## src/rtl/rr_arbiter_n.sv

```systemverilog
// N-way round-robin arbiter with registered one-hot grant, encoded grant index
// and a grant-hold quota that lets one owner keep the grant for up to MAX_HOLD cycles.
module rr_arbiter_n #(
  parameter int NUM_REQ  = 4,
  parameter int MAX_HOLD = 4,
  localparam int IDW     = (NUM_REQ > 2) ? $clog2(NUM_REQ) : 1
) (
  input  logic               clk,
  input  logic               rst,
  input  logic [NUM_REQ-1:0] req,
  output logic [NUM_REQ-1:0] gnt,
  output logic               gnt_valid,
  output logic [IDW-1:0]     gnt_id
);

  localparam int HCW = $clog2(MAX_HOLD + 1);
  localparam logic [HCW-1:0] MAX_HOLD_C = HCW'(MAX_HOLD);
  localparam logic [IDW:0]   NUM_REQ_W  = (IDW + 1)'(NUM_REQ);
  localparam logic [IDW-1:0] LAST_IDX   = IDW'(NUM_REQ - 1);
  localparam logic [NUM_REQ-1:0] ONE    = {{(NUM_REQ - 1){1'b0}}, 1'b1};

  logic [NUM_REQ-1:0] gnt_reg, gnt_next;
  logic               gnt_valid_reg, gnt_valid_next;
  logic [IDW-1:0]     gnt_id_reg, gnt_id_next;
  logic [IDW-1:0]     ptr_reg, ptr_next;
  logic [HCW-1:0]     hold_cnt_reg, hold_cnt_next;

  // Rotate the request vector so that bit 0 corresponds to the requester at ptr.
  logic [2*NUM_REQ-1:0] req_dbl;
  logic [NUM_REQ-1:0]   req_rot;
  assign req_dbl = {req, req};

  genvar gi;
  generate
    for (gi = 0; gi < NUM_REQ; gi++) begin : g_rot
      assign req_rot[gi] = req_dbl[ptr_reg + gi];
    end
  endgenerate

  logic           rot_hit;
  logic [IDW-1:0] rot_off;

  // Descending scan so the lowest set offset is the one left standing.
  always_comb begin
    rot_hit = 1'b0;
    rot_off = '0;
    for (int k = NUM_REQ - 1; k >= 0; k--) begin
      if (req_rot[k]) begin
        rot_hit = 1'b1;
        rot_off = IDW'(k);
      end
    end
  end

  logic [IDW:0]   win_sum, win_wrap;
  logic [IDW-1:0] win_idx;
  assign win_sum  = {1'b0, ptr_reg} + {1'b0, rot_off};
  assign win_wrap = win_sum - NUM_REQ_W;
  assign win_idx  = (win_sum >= NUM_REQ_W) ? win_wrap[IDW-1:0] : win_sum[IDW-1:0];

  logic owner_req, keep;
  assign owner_req = |(req & gnt_reg);
  assign keep      = owner_req && (hold_cnt_reg < MAX_HOLD_C);

  always_comb begin
    gnt_next       = gnt_reg;
    gnt_valid_next = gnt_valid_reg;
    gnt_id_next    = gnt_id_reg;
    ptr_next       = ptr_reg;
    hold_cnt_next  = hold_cnt_reg;
    if (keep) begin
      hold_cnt_next = hold_cnt_reg + HCW'(1);
    end else if (rot_hit) begin
      gnt_next       = ONE << win_idx;
      gnt_valid_next = 1'b1;
      gnt_id_next    = win_idx;
      hold_cnt_next  = HCW'(1);
      ptr_next       = (win_idx == LAST_IDX) ? '0 : win_idx + IDW'(1);
    end else begin
      // Idle: drop the grant but keep ptr so fairness survives gaps in traffic.
      gnt_next       = '0;
      gnt_valid_next = 1'b0;
      gnt_id_next    = '0;
      hold_cnt_next  = '0;
    end
  end

  always_ff @(posedge clk or negedge rst) begin
    if (!rst) begin
      gnt_reg       <= '0;
      gnt_valid_reg <= 1'b0;
      gnt_id_reg    <= '0;
      ptr_reg       <= '0;
      hold_cnt_reg  <= '0;
    end else begin
      gnt_reg       <= gnt_next;
      gnt_valid_reg <= gnt_valid_next;
      gnt_id_reg    <= gnt_id_next;
      ptr_reg       <= ptr_next;
      hold_cnt_reg  <= hold_cnt_next;
    end
  end

  assign gnt       = gnt_reg;
  assign gnt_valid = gnt_valid_reg;
  assign gnt_id    = gnt_id_reg;

endmodule

```

## config.mk

```make
export PLATFORM = sky130hd
export DESIGN_NAME = rr_arbiter_n
export DESIGN_NICKNAME = d
export VERILOG_FILES = /design/src/rtl/rr_arbiter_n.sv
export SDC_FILE = /design/constraint.sdc
export NUM_CORES = 1
export LEC_CHECK = 0
export BUFFER_PORTS_ARGS = -buffer_cell sky130_fd_sc_hd__buf_2
export CORE_UTILIZATION = 50
export CTS_BUF_LIST = sky130_fd_sc_hd__clkbuf_8
export CTS_CLUSTER_SIZE = 16
export DETAILED_ROUTE_END_ITERATION = 7
export PLACE_DENSITY = 0.69
export SYNTH_ARGS = -nofsm -noshare
export SYNTH_HDL_FRONTEND = slang
export SYNTH_SLANG_ARGS = --single-unit
```

## constraint.sdc

```tcl
create_clock -name clk -period 6.5 [get_ports clk]
set_input_delay 0.325 -clock clk [delete_from_list [all_inputs] [get_ports clk]]
set_output_delay 0.325 -clock clk [all_outputs]
set_load 0.03 [all_outputs]
```

Word-level counts from Yosys, hierarchy flattened. Cells that the tools add are included.

Word-level logic and storage cells: 48. Input bits: 6. Output and inout port bits: 7. Register bits after elaboration: 12.

Equal/unequal tests: 1. Reductions and logical operators: 3. Shift operators: 1. $add $sub $neg: 7. Bitwise gates (word level): 2. Muxes and demuxes: 23. Magnitude comparators: 6.

Operators by type and width (number): $mux W2 (7); $lt A3 B4 Y1 const B (3); $mux W1 (10); $bmux W1 S3 (3); $add A2 B2 Y3 const B (2); $and A4 B4 Y4 (1); $lt A2 B4 Y1 const B (1); $mux W4 (1); $reduce_or A4 Y1 (1); $shl A1 B2 Y4 const A (1); $add A2 B1 Y3 const B (1); $add A2 B2 Y3 (1); $add A3 B1 Y3 const B (1); $ge A3 B3 Y1 const B (1); $lt A3 B3 Y1 const B (1); $mux W3 (1); $add A2 B1 Y2 const B (1); $bmux W1 S2 (1); $eq A2 B2 Y1 const B (1); $reduce_and A2 Y1 (1); $sub A2 B1 Y2 const B (1); $logic_and A1 B1 Y1 (1); $not A1 Y1 (1).

Depth between registers and ports, before layout. Gate-level depths: netlist (run 1).

Depth in word-level cells: 12. Mapped depth: 10. Gate-level depth less buffers: 10.

Worst setup path before layout (run 1). No wires, ideal clock.

Kind: register to register. From: reg ptr_reg[0]. To: reg ptr_reg[0]. Setup time: 0.120 ns. Arrival time: 2.321 ns. Required time: 6.380 ns. Clock period less this slack: 2.442 ns. Stages on the path, launching flop included: 11. Path slack: 4.058 ns. Path buffers: 0. Cells stage by stage: dfrtp_1 -> ha_1 -> mux4_2 -> a21oi_1 -> nor2_1 -> ha_1 -> xnor2_1 -> o21ai_0 -> mux2i_1 -> nand3b_1 -> o211a_1.

Longest elaborated chain between the ends: 12. Elaborated cells on any way between the ends: 27. Those cells by class: add/sub (6); order compare (1); eq/ne (1); mux (18); reduce/logical (1).

Ends and longest elaborated chain: start: declaration (RTL line 25) `logic [IDW-1:0] ptr_reg, ptr_next;`; start signal: assignment (RTL line 99) `ptr_reg <= ptr_next;`; $add A2 B2 Y3 (RTL line 36) `assign req_rot[gi] = req_dbl[ptr_reg + gi];`; $bmux W1 S3 (RTL line 36); $mux W1 (not written as such) (RTL line 36); $mux W2 (4 in a row) (RTL line 48) `if (req_rot[k]) begin`; $add A2 B2 Y3 (RTL line 57) `assign win_sum = {1'b0, ptr_reg} + {1'b0, rot_off};`; $ge A3 B3 Y1 / $sub A2 B1 Y2 (equally long branches) (RTL line 59, 58); $mux W2 (RTL line 59) `assign win_idx = (win_sum >= NUM_REQ_W) ? win_wrap[IDW-1:0] : win_sum[IDW-1:0];`; $add A2 B1 Y2 / $eq A2 B2 Y1 (equally long branches) (RTL line 78) `ptr_next = (win_idx == LAST_IDX) ? '0 : win_idx + IDW'(1);`; $mux W2 (RTL line 78).

Parallel ways exist; a longest one is shown, timed or not. The select of a mux whose other input is x is not followed. A chain may end at the register's enable or synchronous reset.

Worst setup path after layout (run 1). Same ends and word-level chain as after synthesis.

==> flow_metrics.tcl, run 1 <==
set metrics [dict create \
    multiInputGateArea_um2 385 \
    remaining_drc_errors 0 \
    cp-start-kind "flip-flop" \
    period_minus_ws_final_ns 2.83 \
    drt_wl_total_um 1410 \
    ctsHtreeMaxLevel 1 \
    layout_worst_path_cycle_share_pct 43.6 \
    maximum_buffer_depth_of_the_clock_tree 2 \
    drt.antenna.violating_nets 0 \
    worst_clock_skew_ns 0.00330 \
    vias 507 \
    max_slew_margin_pct 38.7 \
    clock.fmax_mhz 353 \
    synthesis.nets 66 \
    globalplace.congestion 0.774 \
    critPathSlowestCell "dfrtp_1" \
    report.final.slew_viol_count 0 \
    worst-setup-path-type "reg -> reg" \
    grt_start_max_net_pins 14 \
    number_of_cts_inserted_buffers 3 \
    layout-drive-gt1-share_pct 31.9 \
    synth_seq_cells 12 \
    status "finished, final reports clean" \
    ioPinCount 13 \
    buffer_ports.inserted 12 \
    yosys_warnings 0 \
    fp.dieArea_mm2 0.00155 \
    final_net_count 83 \
    vias_per_cell 5.83 \
    fin_setup_tns_ns 0 \
    ant_diodes 0 \
    die_x_um 39.3 \
    via_count_of_the_first_global_routing_pass 462 \
    clockRootBuffer "clkbuf_8" \
    core-area_mm2 0.00130 \
    synth.yosys.seq_area_share_pct 43.1 \
    cts.repair.resized 0 \
    dr.first_iter.drc_count 5 \
    die_h_um 39.3 \
    critical_path.max_stage_delay_ns 0.49 \
    min_path_type "in -> async" \
    timing.critical_path.mode_cell "ha_1" \
    tritoncts_num_sinks 12 \
    global_route.usage.total_pct 22.8 \
    tightest_slew_ns 0.919 \
    synth_cells 56 \
    largest_reg_flops 4 \
    rsz_0062_raised_after_global_routing "false" \
    seq_area_um2 300 \
    cts.clk_slew.worst_paths_ns 0.05 \
    gr-total-overflow 0 \
    timing.critical_path.fanout_max 8 \
    synthesis.area_um2 697 \
    start_util_pct 53.6 \
    firstDrtPassIters 3 \
    critical_path.endpoint_type "flip-flop" \
    final.fill_count 115 \
    rows 13 \
    place_hpwl_um 980 \
    finalSetupViolations 0 \
    crit_path_cell_trace "ha_1 -> mux4_2 -> a21oi_1 -> nor2_1 -> ha_1 -> xnor2_1 -> o21ai_0 -> mux2i_1 -> nand3b_1 -> o211a_1" \
    cts_tree "yes" \
    post_cts_repair_timing_setup_buffer_count 0 \
    first_pass_grt_wire_length_um 2210 \
    postCtsHoldBufs 1 \
    hold_viol 0 \
    cell_variety_after_synth 22 \
    cap_viol_max_count 0 \
    routed_wire_length_per_instance_um 16.2 \
    arrival_ns 2.97 \
    syn-mean-instance-area_um2 12.4 \
    area_delta_synth_final_pct 20.1 \
    worst_skew_pair.late_latency_ns 0.25 \
    grt_antenna_before_repair 0 \
    timing.critical_path.required_ns 6.64 \
]
==> placed cells by master, fill, tap and decap left out, types with 2 or more instances in the layout <==
cell	count
dfrtp_1	12
buf_2	12
nand2_1	5
a22oi_1	4
xnor2_1	4
ha_1	4
clkbuf_8	4
mux4_2	3
a21oi_1	3
inv_1	2
nor2_1	2
nor2_4	2
and2_1	2
a32o_1	2
a22o_1	2
==> cells in the mapped netlist (all sizes together) <==
| library cell | instances | area share, % |
|---|---|---|
| inv | 2 | 1.1 |
| o21ai | 1 | 0.72 |
| xnor2 | 4 | 5.0 |
| nand2 | 5 | 2.7 |
| a32o | 2 | 2.9 |
| nand3b | 1 | 1.1 |
| dfrtp | 12 | 43 |
| nor3 | 1 | 1.4 |
| mux4 | 4 | 13 |
| xor2 | 1 | 1.3 |
| o211a | 1 | 1.4 |
| mux2 | 1 | 1.6 |
| clkbuf | 1 | 0.54 |
| a22oi | 4 | 4.3 |
| ha | 4 | 7.2 |
| nor2 | 4 | 4.3 |
| a22o | 2 | 2.5 |
| a21oi | 3 | 2.2 |
| and2 | 2 | 1.8 |
| mux2i | 1 | 1.4 |
==> metrics by stage <==
stage               util (%)  instances  hold slack [ns]  instance area (µm²)  setup slack (ns)
floorplan                  -         56           0.0294                  697              4.06
global placement        59.3         82            0.218                  772              3.72
detailed placement      59.3         82            0.216                  772              3.71
CTS                     64.3         87            0.488                  837              3.70
global route            64.3         87            0.513                  837              3.39
finish                  64.3         87            0.487                  837              3.67
==> cell families after synthesis <==
group	count (synthesis)	synth area share, %
AO/OA/AOI/OAI	13	14.0
XOR/XNOR	5	6.28
adder cells (fa/ha/maj)	4	7.18
buffers and inverters	3	1.62
flip-flops	12	43.1
multiplexers	6	16.5
AND/OR/NAND/NOR	13	11.3
==> critical path: cells and delay by family, from the launching register on <==
kind | cells | cell delay [ns]
adder cells (fa/ha/maj) | 2 | 0.59
flip-flops | 1 | 0.49
XOR/XNOR | 1 | 0.28
AO/OA/AOI/OAI | 3 | 0.45
AND/OR/NAND/NOR | 2 | 0.23
multiplexers | 2 | 0.67
==> path summary, 6_finish.rpt <==
kind / cells past startpoint / from / slack, ns / to
max reg2reg: 10 / ptr_reg[0]$_DFFE_PN0P_ / 3.67 / ptr_reg[0]$_DFFE_PN0P_
min in group clk: 1 / hold_cnt_reg[0]$_DFF_PN0_ / 0.51 / hold_cnt_reg[0]$_DFF_PN0_
max: 10 / ptr_reg[0]$_DFFE_PN0P_ / 3.67 / ptr_reg[0]$_DFFE_PN0P_
min reg2reg: 1 / hold_cnt_reg[0]$_DFF_PN0_ / 0.51 / hold_cnt_reg[0]$_DFF_PN0_
max in group asynchronous: 2 / rst / 5.81 / gnt[2]$_DFFE_PN0N_
min: 2 / rst / 0.49 / gnt[3]$_DFFE_PN0N_
==> final cells by class <==
type	instances	area share, %
multi-input combinational	41	46.0
inverter	2	0.897
timing repair buffer	13	8.37
tap	15	2.24
sequential	12	35.9
clock buffer	4	6.58
==> metal layers <==
| metal | global-route usage (%) | vias to the layer above | part of all wire (%) |
|---|---|---|---|
| met1 | 30.1 | 249 | 48 |
| met2 | 34.2 | 13 | 46 |
| li1 | - | 240 | - |
| met5 | 0 | - | 0 |
| met3 | 5.11 | 5 | 4.0 |
| met4 | 12.9 | 0 | 2.3 |
Power of run 1 is not shown: default switching activity piles up to over one toggle a cycle in this logic, so the estimate is an artifact.
==> run 2, diff against run 1 <==
--- a/config.mk
+++ b/config.mk
@@ -5,12 +5,13 @@
 export SDC_FILE = /design/constraint.sdc
 export NUM_CORES = 1
 export LEC_CHECK = 0
+export ABC_AREA = 1
 export BUFFER_PORTS_ARGS = -buffer_cell sky130_fd_sc_hd__buf_2
 export CORE_UTILIZATION = 50
 export CTS_BUF_LIST = sky130_fd_sc_hd__clkbuf_8
 export CTS_CLUSTER_SIZE = 16
 export DETAILED_ROUTE_END_ITERATION = 7
-export PLACE_DENSITY = 0.69
+export PLACE_DENSITY = 0.72
 export SYNTH_ARGS = -nofsm -noshare
 export SYNTH_HDL_FRONTEND = slang
 export SYNTH_SLANG_ARGS = --single-unit
==> constraint.sdc (replaced) <==
create_clock -name clk -period 2.31 [get_ports clk]
set_input_delay 0.1155 -clock clk [delete_from_list [all_inputs] [get_ports clk]]
set_output_delay 0.1155 -clock clk [all_outputs]
set_load 0.03 [all_outputs]
==> run 2 against run 1 <==
Worst setup slack got worse by 3.5 ns; register-to-register slack worse by 3.5 ns; sequential share of layout area down 1.2 points; first-iteration DRC count increased to 3.0 times the previous value; via count grew 31%; highest routed layer unchanged; clock skew fell by 0.00059 ns.
==> flow_metrics.tcl, run 2 <==
set metrics [dict create \
    status "finished, final reports clean" \
    timing.critical_path.required_ns 2.44 \
    layout_common_cells "36 x nand2_1, 12 x nand3_1, 12 x dfrtp_1, 12 x buf_2, 8 x inv_1" \
    buffer_ports.inserted 12 \
    synth_top_cells_by_count "36 x nand2_1, 12 x dfrtp_1, 12 x nand3_1" \
    worst_skew_pair.late_latency_ns 0.24 \
    post-synth-top-count-cell "nand2_1" \
    first_pass_grt_wire_length_um 2280 \
    synth_cells 96 \
    synthesis.area_um2 722 \
    rows 13 \
    post_cts_repair_timing_setup_buffer_count 0 \
    cell_variety_after_synth 18 \
    synth_seq_cells 12 \
    yosys.area_share.simple_pct 38.3 \
    synth.yosys.seq_area_share_pct 41.6 \
    critical_path.endpoint_type "flip-flop" \
    drt.antenna.violating_nets 0 \
    cts_tree "yes" \
    critical_path.reg2reg.startpoint "ptr_reg[0]$_DFFE_PN0P_" \
    worst-setup-path-type "reg -> reg" \
    drt_wl_total_um 1560 \
    die_x_um 40 \
    crit_path_start "ptr_reg[0]$_DFFE_PN0P_" \
    combinational_family_with_the_most_area_after_synthesis "simple AND/OR/NAND/NOR gates" \
    number_of_cts_inserted_buffers 3 \
    min_path_type "in -> async" \
    ioPinCount 13 \
    via_count_of_the_first_global_routing_pass 552 \
    async_flop_share_pct 100 \
    final_net_count 126 \
    gr-total-overflow 0 \
    synthesis.nets 106 \
    rsz_0062_raised_after_global_routing "false" \
    ff2ff_path_depth 14 \
    report.final.slew_viol_count 0 \
    clockRootBuffer "clkbuf_8" \
    layout_worst_path_cycle_share_pct 93.1 \
    largest_reg_flops 4 \
    layout-drive-gt1-share_pct 26.3 \
    yosysTopAreaCellShare_pct 41.6 \
    synth_ff_type "dfrtp_1" \
    fin_setup_tns_ns 0 \
    maximum_buffer_depth_of_the_clock_tree 2 \
    global_route.usage.total_pct 22.5 \
    vias_per_cell 5.16 \
    area_delta_synth_final_pct 20.1 \
    firstDrtPassIters 5 \
    tritoncts_num_sinks 12 \
    worst_setup_path_endpoint "ptr_reg[1]$_DFFE_PN0P_" \
    routed_wire_length_per_instance_um 12.1 \
    final.fill_count 119 \
    cap_viol_max_count 0 \
    worst_clock_skew_ns 0.00270 \
    arrival_ns 2.28 \
    finalSetupViolations 0 \
    tightest_slew_ns 0.436 \
    grt_antenna_before_repair 0 \
    timing.critical_path.fanout_max 5 \
    dr.first_iter.drc_count 15 \
    place_hpwl_um 1180 \
    ctsHtreeMaxLevel 1 \
    syn-mean-instance-area_um2 7.52 \
    synth_top_cells_by_area "dfrtp_1 42%, nand2_1 19%, nand3_1 8.3%" \
    cts.clk_slew.worst_paths_ns 0.05 \
    globalplace.congestion 0.791 \
    max_slew_margin_pct 70.9 \
    fp.dieArea_mm2 0.00160 \
    remaining_drc_errors 0 \
    core-area_mm2 0.00132 \
    die_h_um 40 \
    synth_xor_xnor_area_share_pct 1.21 \
    grt_start_max_net_pins 13 \
    yosys_warnings 0 \
    mostFrequentLayoutCell "nand2_1" \
    r2r-end "ptr_reg[1]$_DFFE_PN0P_" \
    vias 666 \
    number_of_enable_type_register_cells_in_the_synthesized_netlist 0 \
    cp-start-kind "flip-flop" \
    start_util_pct 54.8 \
    ant_diodes 0 \
    synth_compound_area_share_pct 5.20 \
    clock.fmax_mhz 465 \
    synth_fa_ha_area_share_pct 6.93 \
    post-synth-top-area-cell "dfrtp_1" \
    reg2reg_setup_slack_ns 0.16 \
    hold_viol 0 \
    synth_mux_area_share_pct 0 \
    period_minus_ws_final_ns 2.15 \
]
## run 2: cell count changes after synthesis, sizes merged, moves of 5 or more
cell	before	now
nand2	5	41
nand3	0	13
inv	2	11
o21ai	1	6
## run 2: logic make-up (layout without fill, tap and decap cells)
kind of cell / count (synthesis) / in the layout
simple gates: 60 / 60
flops: 12 / 12
buf+inv: 12 / 30
compound gates: 7 / 7
fa+ha+maj: 4 / 4
xor+xnor: 1 / 1
## run 2: through the flow
stage	std cells	hold WS, ns	cell area [µm²]	setup slack (ns)	util (%)
detailed placement	125	0.00317	816	0.131	61.9
CTS	129	0.284	867	0.108	65.8
finish	129	0.280	867	0.159	65.8
global route	129	0.312	867	0.000724	65.8
floorplan	96	-0.180	722	0.200	-
global placement	125	-0.00281	816	0.184	61.9
## run 2: worst min-delay path by stage
stage	start	to	slack, ns	cells after the start
finish	rst	gnt_id[0]$_DFFE_PN0N_	0.28	2
detailed placement	rst	gnt_valid$_DFFE_PN0N_	0.003	1
floorplan	rst	gnt[0]$_DFFE_PN0N_	-0.18	0
CTS	rst	gnt_valid$_DFFE_PN0N_	0.28	2
global route	rst	hold_cnt_reg[1]$_DFF_PN0_	0.31	2
global placement	rst	gnt_valid$_DFFE_PN0N_	-0.003	1
## run 2: routing by layer
metal | track usage [%] | part of all wire (%)
met1 | 26.9 | 46
met2 | 39.5 | 48
met3 | 3.33 | 3.4
met4 | 10.3 | 2.0
met5 | 0 | 0
## run 2: cell type report
cell class	count	area (µm²)	share of cell area [%]
Clock buffer	3	41.3	4.76
Inverter	12	48.8	5.63
Multi-Input combinational cell	72	373	43.0
Sequential cell	12	300	34.6
Tap cell	15	18.8	2.16
Timing Repair Buffer	15	85.1	9.81
## run 2: timing repair
| action | CTS | global route |
|---|---|---|
| resized for setup | 0 | 1 |
| setup endpoints to repair | 0 | 3 |
| hold buffers | 1 | 0 |
| endpoints found under the hold margin | 12 | 0 |
## run 2: critical path, stage by stage (launching register included)
cell and delay (ns):
dfrtp_1 0.37, ha_1 0.32, inv_1 0.07, nand3_1 0.10, nand3_1 0.08, a21boi_1 0.19
ha_1 0.19, xor2_1 0.24, inv_1 0.08, nand3_2 0.11, nand2_4 0.08, nand2_1 0.06
nand2_1 0.05, nand2_1 0.06, nand2_1 0.05
Power of run 2 is left out for the same reason.
==> run 3, diff against run 2 <==
==> constraint.sdc (replaced) <==
create_clock -name clk -period 1.8 [get_ports clk]
set_input_delay 0.09 -clock clk [delete_from_list [all_inputs] [get_ports clk]]
set_output_delay 0.09 -clock clk [all_outputs]
set_load 0.03 [all_outputs]
==> run 3 against run 2 <==
The run now ends with setup timing left; clock skew up 0.0021 ns; global-route usage up 3.2 points; die area unchanged; largest cell class unchanged; hold slack worse by 0.020 ns; first-iteration DRC count unchanged; critical path type unchanged; final cell count up 8.5%; routed wire length up 15%.
==> flow_metrics.tcl, run 3 (same netlist as run 2, synthesis figures left out) <==
set metrics [dict create \
    cts.clk_slew.worst_paths_ns 0.06 \
    global_route.usage.total_pct 25.7 \
    crit_path_cell_trace "ha_4 -> inv_4 -> nand3_4 -> nand3_2 -> a21boi_2 -> ha_2 -> xor2_2 -> inv_1 -> nand3_2 -> nand2_4 -> nand2_1 -> nand2_1 -> nand2_1 -> nand2_1" \
    ioPinCount 13 \
    highest_layer "met3" \
    vias_per_cell 5.16 \
    failed_checks "setup timing" \
    tightest_slew_ns 0.350 \
    worst_clock_skew_ns 0.00477 \
    routed-wl-met2_um 913 \
    first_pass_grt_wire_length_um 2620 \
    timing.critical_path.mode_cell "nand2_1" \
    critical_path.max_stage_delay_ns 0.46 \
    cts_tree "yes" \
    buffer_ports.inserted 12 \
    layout_common_cells "35 x nand2_1, 12 x buf_2, 12 x buf_4" \
    worst_slack_ns -0.259 \
    fin_setup_tns_ns -1.38 \
    routed_wire_length_per_instance_um 12.8 \
    remaining_drc_errors 0 \
    period_minus_ws_final_ns 2.06 \
    layout_worst_path_cycle_share_pct 114 \
    met1Wirelength_um 806 \
    clock.fmax_mhz 486 \
    worst-setup-path-type "reg -> reg" \
    drt.antenna.violating_nets 0 \
    final_net_count 136 \
    maximum_buffer_depth_of_the_clock_tree 2 \
    die_x_um 40 \
    critical_path.endpoint_type "flip-flop" \
    layout-drive-gt1-share_pct 44.8 \
    tritoncts_num_sinks 12 \
    place_hpwl_um 1240 \
    worst_skew_pair.late_latency_ns 0.24 \
    critPathSlowestCell "dfrtp_2" \
    hold_viol 0 \
    number_of_cts_inserted_buffers 3 \
    gr-total-overflow 0 \
    mostFrequentLayoutCell "nand2_1" \
    rsz_0062_raised_after_global_routing "true" \
    ant_diodes 0 \
    grt_antenna_before_repair 0 \
    dr.first_iter.drc_count 15 \
    drt_wl_total_um 1790 \
    status "complete, but fails checks" \
    grt_start_max_net_pins 13 \
    die_h_um 40 \
    fp.dieArea_mm2 0.00160 \
    area_delta_synth_final_pct 43.2 \
    globalplace.congestion 0.685 \
    timing.critical_path.required_ns 1.93 \
    cp-start-kind "flip-flop" \
    firstDrtPassIters 4 \
    largest_reg_flops 4 \
    max_slew_margin_pct 76.6 \
    via_count_of_the_first_global_routing_pass 621 \
    arrival_ns 2.19 \
    min_path_type "in -> async" \
    vias 723 \
    core-area_mm2 0.00132 \
    met3RoutedLength_um 75 \
    rows 13 \
    cap_viol_max_count 0 \
    finalSetupViolations 7 \
    timing.critical_path.fanout_max 6 \
    hold_ws_ns 0.260 \
    ctsHtreeMaxLevel 1 \
    start_util_pct 54.8 \
    clockRootBuffer "clkbuf_8" \
    report.final.slew_viol_count 0 \
]
## run 3: path summary, 6_finish.rpt
kind                                           startpoint                        end  slack (ns)  cells past startpoint
max in group asynchronous                             rst     ptr_reg[0]$_DFFE_PN0P_        1.30                      2
worst max register to register     ptr_reg[0]$_DFFE_PN0P_     ptr_reg[1]$_DFFE_PN0P_       -0.26                     14
min in group clk                                   req[3]      gnt_id[0]$_DFFE_PN0N_        0.43                      7
worst max-delay path               ptr_reg[0]$_DFFE_PN0P_     ptr_reg[1]$_DFFE_PN0P_       -0.26                     14
worst min-delay path                                  rst  hold_cnt_reg[2]$_DFF_PN0_        0.26                      2
worst min register to register  hold_cnt_reg[0]$_DFF_PN0_  hold_cnt_reg[0]$_DFF_PN0_        0.48                      1
## run 3: stage by stage
step	std cells	cell area [µm²]	setup WS, ns	util [%]
2_1_floorplan	96	766	-0.109	-
3_3_place_gp	131	905	-0.178	68.7
3_5_place_dp	131	905	-0.235	68.7
4_1_cts	140	1020	-0.237	77.5
5_1_grt	140	1030	-0.356	78.4
6_report	140	1030	-0.259	78.4
## run 3: layout make-up
cell class | count | area, µm²
clock buffers | 4 | 55.1
inverters | 12 | 51.3
flip-flops and latches | 12 | 303
fillers | 86 | 284
repair buffers | 25 | 160
multi-input cells | 72 | 445
well taps | 15 | 18.8
## run 3: critical path: cells and delay by family, from the launching register on
family                   cells  cell delay (ns)
XOR/XNOR                     1             0.17
buffers and inverters        2             0.11
AND/OR/NAND/NOR              8             0.48
AO/OA/AOI/OAI                1             0.19
flip-flops                   1             0.46
adder cells (fa/ha/maj)      2             0.53
## run 3: per-layer routing
metal / GRT usage (%) / vias up
met5: 0 / -
met4: 6.90 / 0
met3: 6.11 / 0
met2: 44.0 / 21
met1: 32.2 / 340
li1: - / 362
## run 3: repair_timing
item / in CTS / in global routing
resized for setup: 3 / 4
buffers inserted: 4 / 0
hold endpoints to repair: 12 / 0
hold buffers: 1 / 0
endpoints found under the setup margin: 7 / 9
pin swaps: 7 / 7
Power of run 3 is left out for the same reason.
